File: config.mk
export PLATFORM = sky130hd
export DESIGN_NAME = neuron_stream_ctrl
export DESIGN_NICKNAME = d
export VERILOG_FILES = /design/src/rtl/neuron_stream_ctrl.sv
export SDC_FILE = /design/constraint.sdc
export NUM_CORES = 1
export LEC_CHECK = 0
export BUFFER_PORTS_ARGS = -buffer_cell sky130_fd_sc_hd__buf_2
export CAP_MARGIN = 20
export CELL_PAD_IN_SITES_DETAIL_PLACEMENT = 1
export CELL_PAD_IN_SITES_GLOBAL_PLACEMENT = 2
export CORE_ASPECT_RATIO = 0.6
export CORE_MARGIN = 5
export CORE_UTILIZATION = 37
export CTS_BUF_LIST = sky130_fd_sc_hd__clkbuf_4 sky130_fd_sc_hd__clkbuf_8
export DETAILED_ROUTE_END_ITERATION = 8
export GPL_TIMING_DRIVEN = 0
export PLACE_DENSITY = 0.86
export SLEW_MARGIN = 20
export SYNTH_ARGS = -nofsm -noshare
export SYNTH_HDL_FRONTEND = slang
export SYNTH_SLANG_ARGS = --single-unit
File: constraint.sdc
create_clock -name clk -period 3.5 [get_ports clk]
set_clock_uncertainty 0.05 [all_clocks]
set_input_delay 0.35 -clock clk [delete_from_list [all_inputs] [get_ports clk]]
set_output_delay 0.35 -clock clk [all_outputs]
set_load 0.02 [all_outputs]
File: src/rtl/neuron_stream_ctrl.sv
// Stream wrapper for one ReLU neuron: weight/bias registers, input staging, latency-tracking valid chain, credit-gated result FIFO.
// Optional feature macro: NEURON_ZERO_CNT_EN adds the zero_cnt output.
module neuron_stream_ctrl #(
    parameter int unsigned N_IN       = 3,
    parameter int unsigned DATA_W     = 32,
    parameter int unsigned PIPE_LAT   = 9,
    parameter int unsigned FIFO_DEPTH = 4
) (
    input  logic                         clk,
    input  logic                         reset,
    input  logic                         s_valid,
    output logic                         s_ready,
    input  logic [DATA_W-1:0]            s_data [N_IN-1:0],
    input  logic                         w_we,
    input  logic [$clog2(N_IN+1)-1:0]    w_addr,
    input  logic [DATA_W-1:0]            w_data,
    output logic                         w_ready,
    output logic [DATA_W-1:0]            neuron_input [N_IN-1:0],
    output logic [DATA_W-1:0]            weights [N_IN-1:0],
    output logic [DATA_W-1:0]            bias,
    input  logic [DATA_W-1:0]            neuron_output,
    output logic                         m_valid,
    input  logic                         m_ready,
    output logic [DATA_W-1:0]            m_data
`ifdef NEURON_ZERO_CNT_EN
   ,output logic [15:0]                  zero_cnt
`endif
);

    localparam int unsigned AW = $clog2(N_IN + 1);
    localparam int unsigned PW = (FIFO_DEPTH > 1) ? $clog2(FIFO_DEPTH) : 1;
    localparam int unsigned CW = $clog2(FIFO_DEPTH + 1) + 1;
    localparam logic [AW:0] ADDR_MAX = (AW+1)'(N_IN);

    // One stage more than PIPE_LAT: neuron_input is itself a register in front of the neuron.
    logic [PIPE_LAT:0]  vchain;
    logic [CW-1:0]      inflight;
    logic [CW-1:0]      fifo_count;
    logic [PW-1:0]      wr_ptr;
    logic [PW-1:0]      rd_ptr;
    logic [DATA_W-1:0]  mem [FIFO_DEPTH];

    logic accept;
    logic push;
    logic pop;
    logic wr_ok;

    assign accept  = s_valid && s_ready;
    assign push    = vchain[PIPE_LAT];
    assign pop     = m_valid && m_ready;
    assign w_ready = (inflight == '0);
    assign wr_ok   = w_we && w_ready && ({1'b0, w_addr} <= ADDR_MAX);
    // Admission counts every outstanding result, so a full FIFO can always absorb the pipeline.
    assign s_ready = reset && !w_we && ((fifo_count + inflight) < CW'(FIFO_DEPTH));
    assign m_valid = (fifo_count != '0);
    assign m_data  = mem[rd_ptr];

    always_ff @(posedge clk or negedge reset) begin
        if (!reset) begin
            vchain     <= '0;
            inflight   <= '0;
            fifo_count <= '0;
            wr_ptr     <= '0;
            rd_ptr     <= '0;
            bias       <= '0;
            for (int unsigned i = 0; i < N_IN; i++) begin
                neuron_input[i] <= '0;
                weights[i]      <= '0;
            end
        end else begin
            vchain <= {vchain[PIPE_LAT-1:0], accept};
            if (accept) begin
                neuron_input <= s_data;
            end

            case ({accept, push})
                2'b10:   inflight <= inflight + CW'(1);
                2'b01:   inflight <= inflight - CW'(1);
                default: ;
            endcase

            case ({push, pop})
                2'b10:   fifo_count <= fifo_count + CW'(1);
                2'b01:   fifo_count <= fifo_count - CW'(1);
                default: ;
            endcase
            if (push) begin
                wr_ptr <= wr_ptr + PW'(1);
            end
            if (pop) begin
                rd_ptr <= rd_ptr + PW'(1);
            end

            for (int unsigned i = 0; i < N_IN; i++) begin
                if (wr_ok && (w_addr == AW'(i))) begin
                    weights[i] <= w_data;
                end
            end
            if (wr_ok && (w_addr == AW'(N_IN))) begin
                bias <= w_data;
            end
        end
    end

    always_ff @(posedge clk) begin
        if (push) begin
            mem[wr_ptr] <= neuron_output;
        end
    end

`ifdef NEURON_ZERO_CNT_EN
    always_ff @(posedge clk or negedge reset) begin
        if (!reset) begin
            zero_cnt <= '0;
        end else if (wr_ok) begin
            zero_cnt <= '0;
        end else if (push && (neuron_output == '0) && (zero_cnt != '1)) begin
            zero_cnt <= zero_cnt + 16'd1;
        end
    end
`endif

endmodule

==> results.sh <==
export IMPL_outcome="finished clean"
export IMPL_clockBufferDepth=3
export IMPL_avgRoutedWirePerCell_um=22.4
export IMPL_cp_arrival_ps=3720
export IMPL_final_common_cell="buf_2"
export IMPL_final_cell_mix="buf_2 (434), dfrtp_1 (246), mux2_2 (204)"
export IMPL_netlist_area_um2=14000
export IMPL_antenna_left=0
export IMPL_clock_sinks=374
export IMPL_timing_hold_ws_ps=167
export IMPL_die_w_um=261
export IMPL_ys_seq_area_frac=0.715
export IMPL_finalHoldViolCount=0
export IMPL_peakVddDrop_v=0.000510
export IMPL_crit_type="in2reg"
export IMPL_setup_viol_count_final=0
export IMPL_power_frac_clock=0.212
export IMPL_powerDensity_nw_per_um2=885
export IMPL_clk_latency_ps=590
export IMPL_ys_ff_latch=374
export IMPL_rsz0062_at_grt="no"
export IMPL_setup_ws_ps=240
export IMPL_worst_setup_path_start_kind="input port"
export IMPL_multiInputGateArea_um2=3800
export IMPL_yosys_area_top_type_share=0.440
export IMPL_dp_hpwl_um=29600
export IMPL_synthDistinctLibCells=32
export IMPL_synthFlopType="dfrtp_1"
export IMPL_yosys_warnings=0
export IMPL_layout_min_cycle_time_ps=3260
export IMPL_fin_util=0.527
export IMPL_postPlaceCellArea_um2=16900
export IMPL_first_pass_iters=4
export IMPL_synth_edf_count=128
export IMPL_nFillCells=3711
export IMPL_layout_worst_path_cycle_share=0.931
export IMPL_layout_area_overhead_vs_synth_pct=41.3
export IMPL_p_leak_nw=8.87
export IMPL_vias=9234
export IMPL_hold_class="in2reg"
export IMPL_io_pins=426
export IMPL_die_area_um2=41900
export IMPL_finalPower_mw=17.5
export IMPL_routed_wl_um=43700
export IMPL_grt_pass1_vias=10900
export IMPL_drive_above_1_share=0.551
export IMPL_comb_power_share=0.401
export IMPL_p_int_mw=10.8
export IMPL_cts_buffers=56
export IMPL_fmax_ghz=0.307
export IMPL_grt_antenna_before_repair=4
export IMPL_synth_area_leaders="dfrtp_1 (44%), edfxtp_1 (27%), mux2_2 (16%)"
export IMPL_gp_congestion=0.783
export IMPL_yosysTopAreaCell="dfrtp_1"
export IMPL_clk_pin_slew_ps=70
export IMPL_finalMaxSlewViolations=0
export IMPL_syn_area_per_cell_um2=19.0
export IMPL_pre_cts_ws_ps=-133
export IMPL_fp_row_count=55
export IMPL_switching_share=0.383
export IMPL_grt_max_degree=70
export IMPL_port_buffers=425
export IMPL_start_util=0.373
export IMPL_die_h_um=161
export IMPL_drt_iter0_markers=469
export IMPL_fin_nets=1571
export IMPL_ff_latch_area_um2=10000
export IMPL_remaining_drc_errors=0
export IMPL_viasPerCell=4.73
export IMPL_async_flop_share=0.658
export IMPL_synth_cells=737
export IMPL_p_switching_mw=6.69
export IMPL_grt_overflow=0
export IMPL_final_area_um2=19800
export IMPL_htreeDepth=2
export IMPL_cts_root_buf="clkbuf_8"
export IMPL_required_ps=3960
export IMPL_slew_limit_headroom=0.459
export IMPL_worst_path_max_fanout=50
export IMPL_syn_nets=918
export IMPL_p_seq_frac=0.388
export IMPL_tightest_slew_ps=812
export IMPL_grt_pass1_wl_um=67000
export IMPL_maxCapViolCount=0
export IMPL_cts_tree="yes"
export IMPL_coreArea_um2=37500
export IMPL_gr_usage_all_layers=0.208
export IMPL_end_kind="register"
==> final timing paths <==
| path | start | end | slack, ps | depth (start not counted) |
|---|---|---|---|---|
| worst max-delay path | reset | inflight[3] | 240 | 13 |
| worst min-delay path | w_addr[0] | weights[31] | 170 | 3 |
| worst max register to register | inflight[2] | inflight[3] | 250 | 12 |
| worst min register to register | vchain[2] | vchain[3] | 290 | 0 |
| max in group asynchronous | reset | neuron_input[92] | 2180 | 4 |
| min in group asynchronous | reset | neuron_input[22] | 230 | 2 |
==> registers in the layout (all words and copies together) (netlist names) <==
register and flops:
mem 128, neuron_input 96, weights 96, bias 32, vchain 10, fifo_count 4
inflight 4, rd_ptr 2, wr_ptr 2
==> worst max-delay path, stage by stage <==
cell,delay [ps]
dlygate4sd3_1,610
buf_12,320
buf_16,260
nand3b_1,150
nor4_4,350
buf_2,330
inv_1,80
ha_1,230
ha_1,280
a21o_1,170
a21oi_1,160
mux2i_1,240
xnor2_1,130
==> kinds of logic (layout without fill, tap and decap cells) <==
logic type | count (synthesis) | count (layout) | synth area share
flops | 374 | 374 | 0.715
compound gates | 12 | 12 | 0.00474
xor+xnor | 11 | 11 | 0.00689
fa+ha+maj | 14 | 14 | 0.0136
other cells | 0 | 3 | 0
simple gates | 28 | 28 | 0.0125
mux | 258 | 258 | 0.233
buf+inv | 40 | 738 | 0.0135
==> final cells by class <==
type | count | area share
flip-flops and latches | 374 | 0.506
repair buffers | 595 | 0.200
multi-input cells | 323 | 0.192
clock buffers | 88 | 0.0537
well taps | 513 | 0.0325
plain buffers | 30 | 0.00766
clock inverters | 15 | 0.00513
inverters | 10 | 0.00190
diodes | 3 | 0.000380
==> per-layer routing <==
metal | global-route usage | part of all wire | wire [um]
met5 | 0 | 0 | 0
met3 | 0.0662 | 0.071 | 3100
met1 | 0.257 | 0.40 | 17500
met4 | 0.0499 | 0.020 | 881
met2 | 0.356 | 0.51 | 22200
==> synth_stat cells, types with 2 or more instances <==
library cell,n
mux2_2,204
xnor2_1,6
mux2_1,20
mux4_2,32
clkbuf_1,10
ha_1,12
mux2i_1,2
buf_4,3
o21ai_0,5
inv_1,10
a21oi_1,4
nand2_1,6
nor2_1,4
xor2_1,5
and2_1,6
edfxtp_1,128
buf_2,10
nor4_1,2
fa_1,2
a21o_1,2
buf_1,5
buf_6,2
dfrtp_1,246
nand3b_1,3
==> per-stage QoR <==
stage | cells | setup TNS (ps)
2_1_floorplan | 737 | 0
3_3_place_gp | 1675 | -946090
3_5_place_dp | 1682 | -133
4_1_cts | 1947 | 0
5_1_grt | 1950 | 0
6_report | 1951 | 0
==> power groups by stage <==
stage | clock network [mW] | logic (mW) | registers, mW
final | 3.70 | 7.01 | 6.78
after global routing | 4.06 | 7.43 | 6.94
after CTS | 3.80 | 7.01 | 6.73
after detailed placement | 0 | 6.86 | 6.78
after global placement | 0 | 6.68 | 6.69
after floorplan | 0 | 2.58 | 8.29
==> repair_timing <==
action                                 CTS  global route
gates cloned                             0             1
pin swaps                                1             0
endpoints found under the hold margin  456             0
hold buffers                           161             0
setup endpoints to repair                1             1
gates resized for setup                  0             1
buffers inserted                         1             0
No activity file was read; power rests on OpenSTA's default activity.
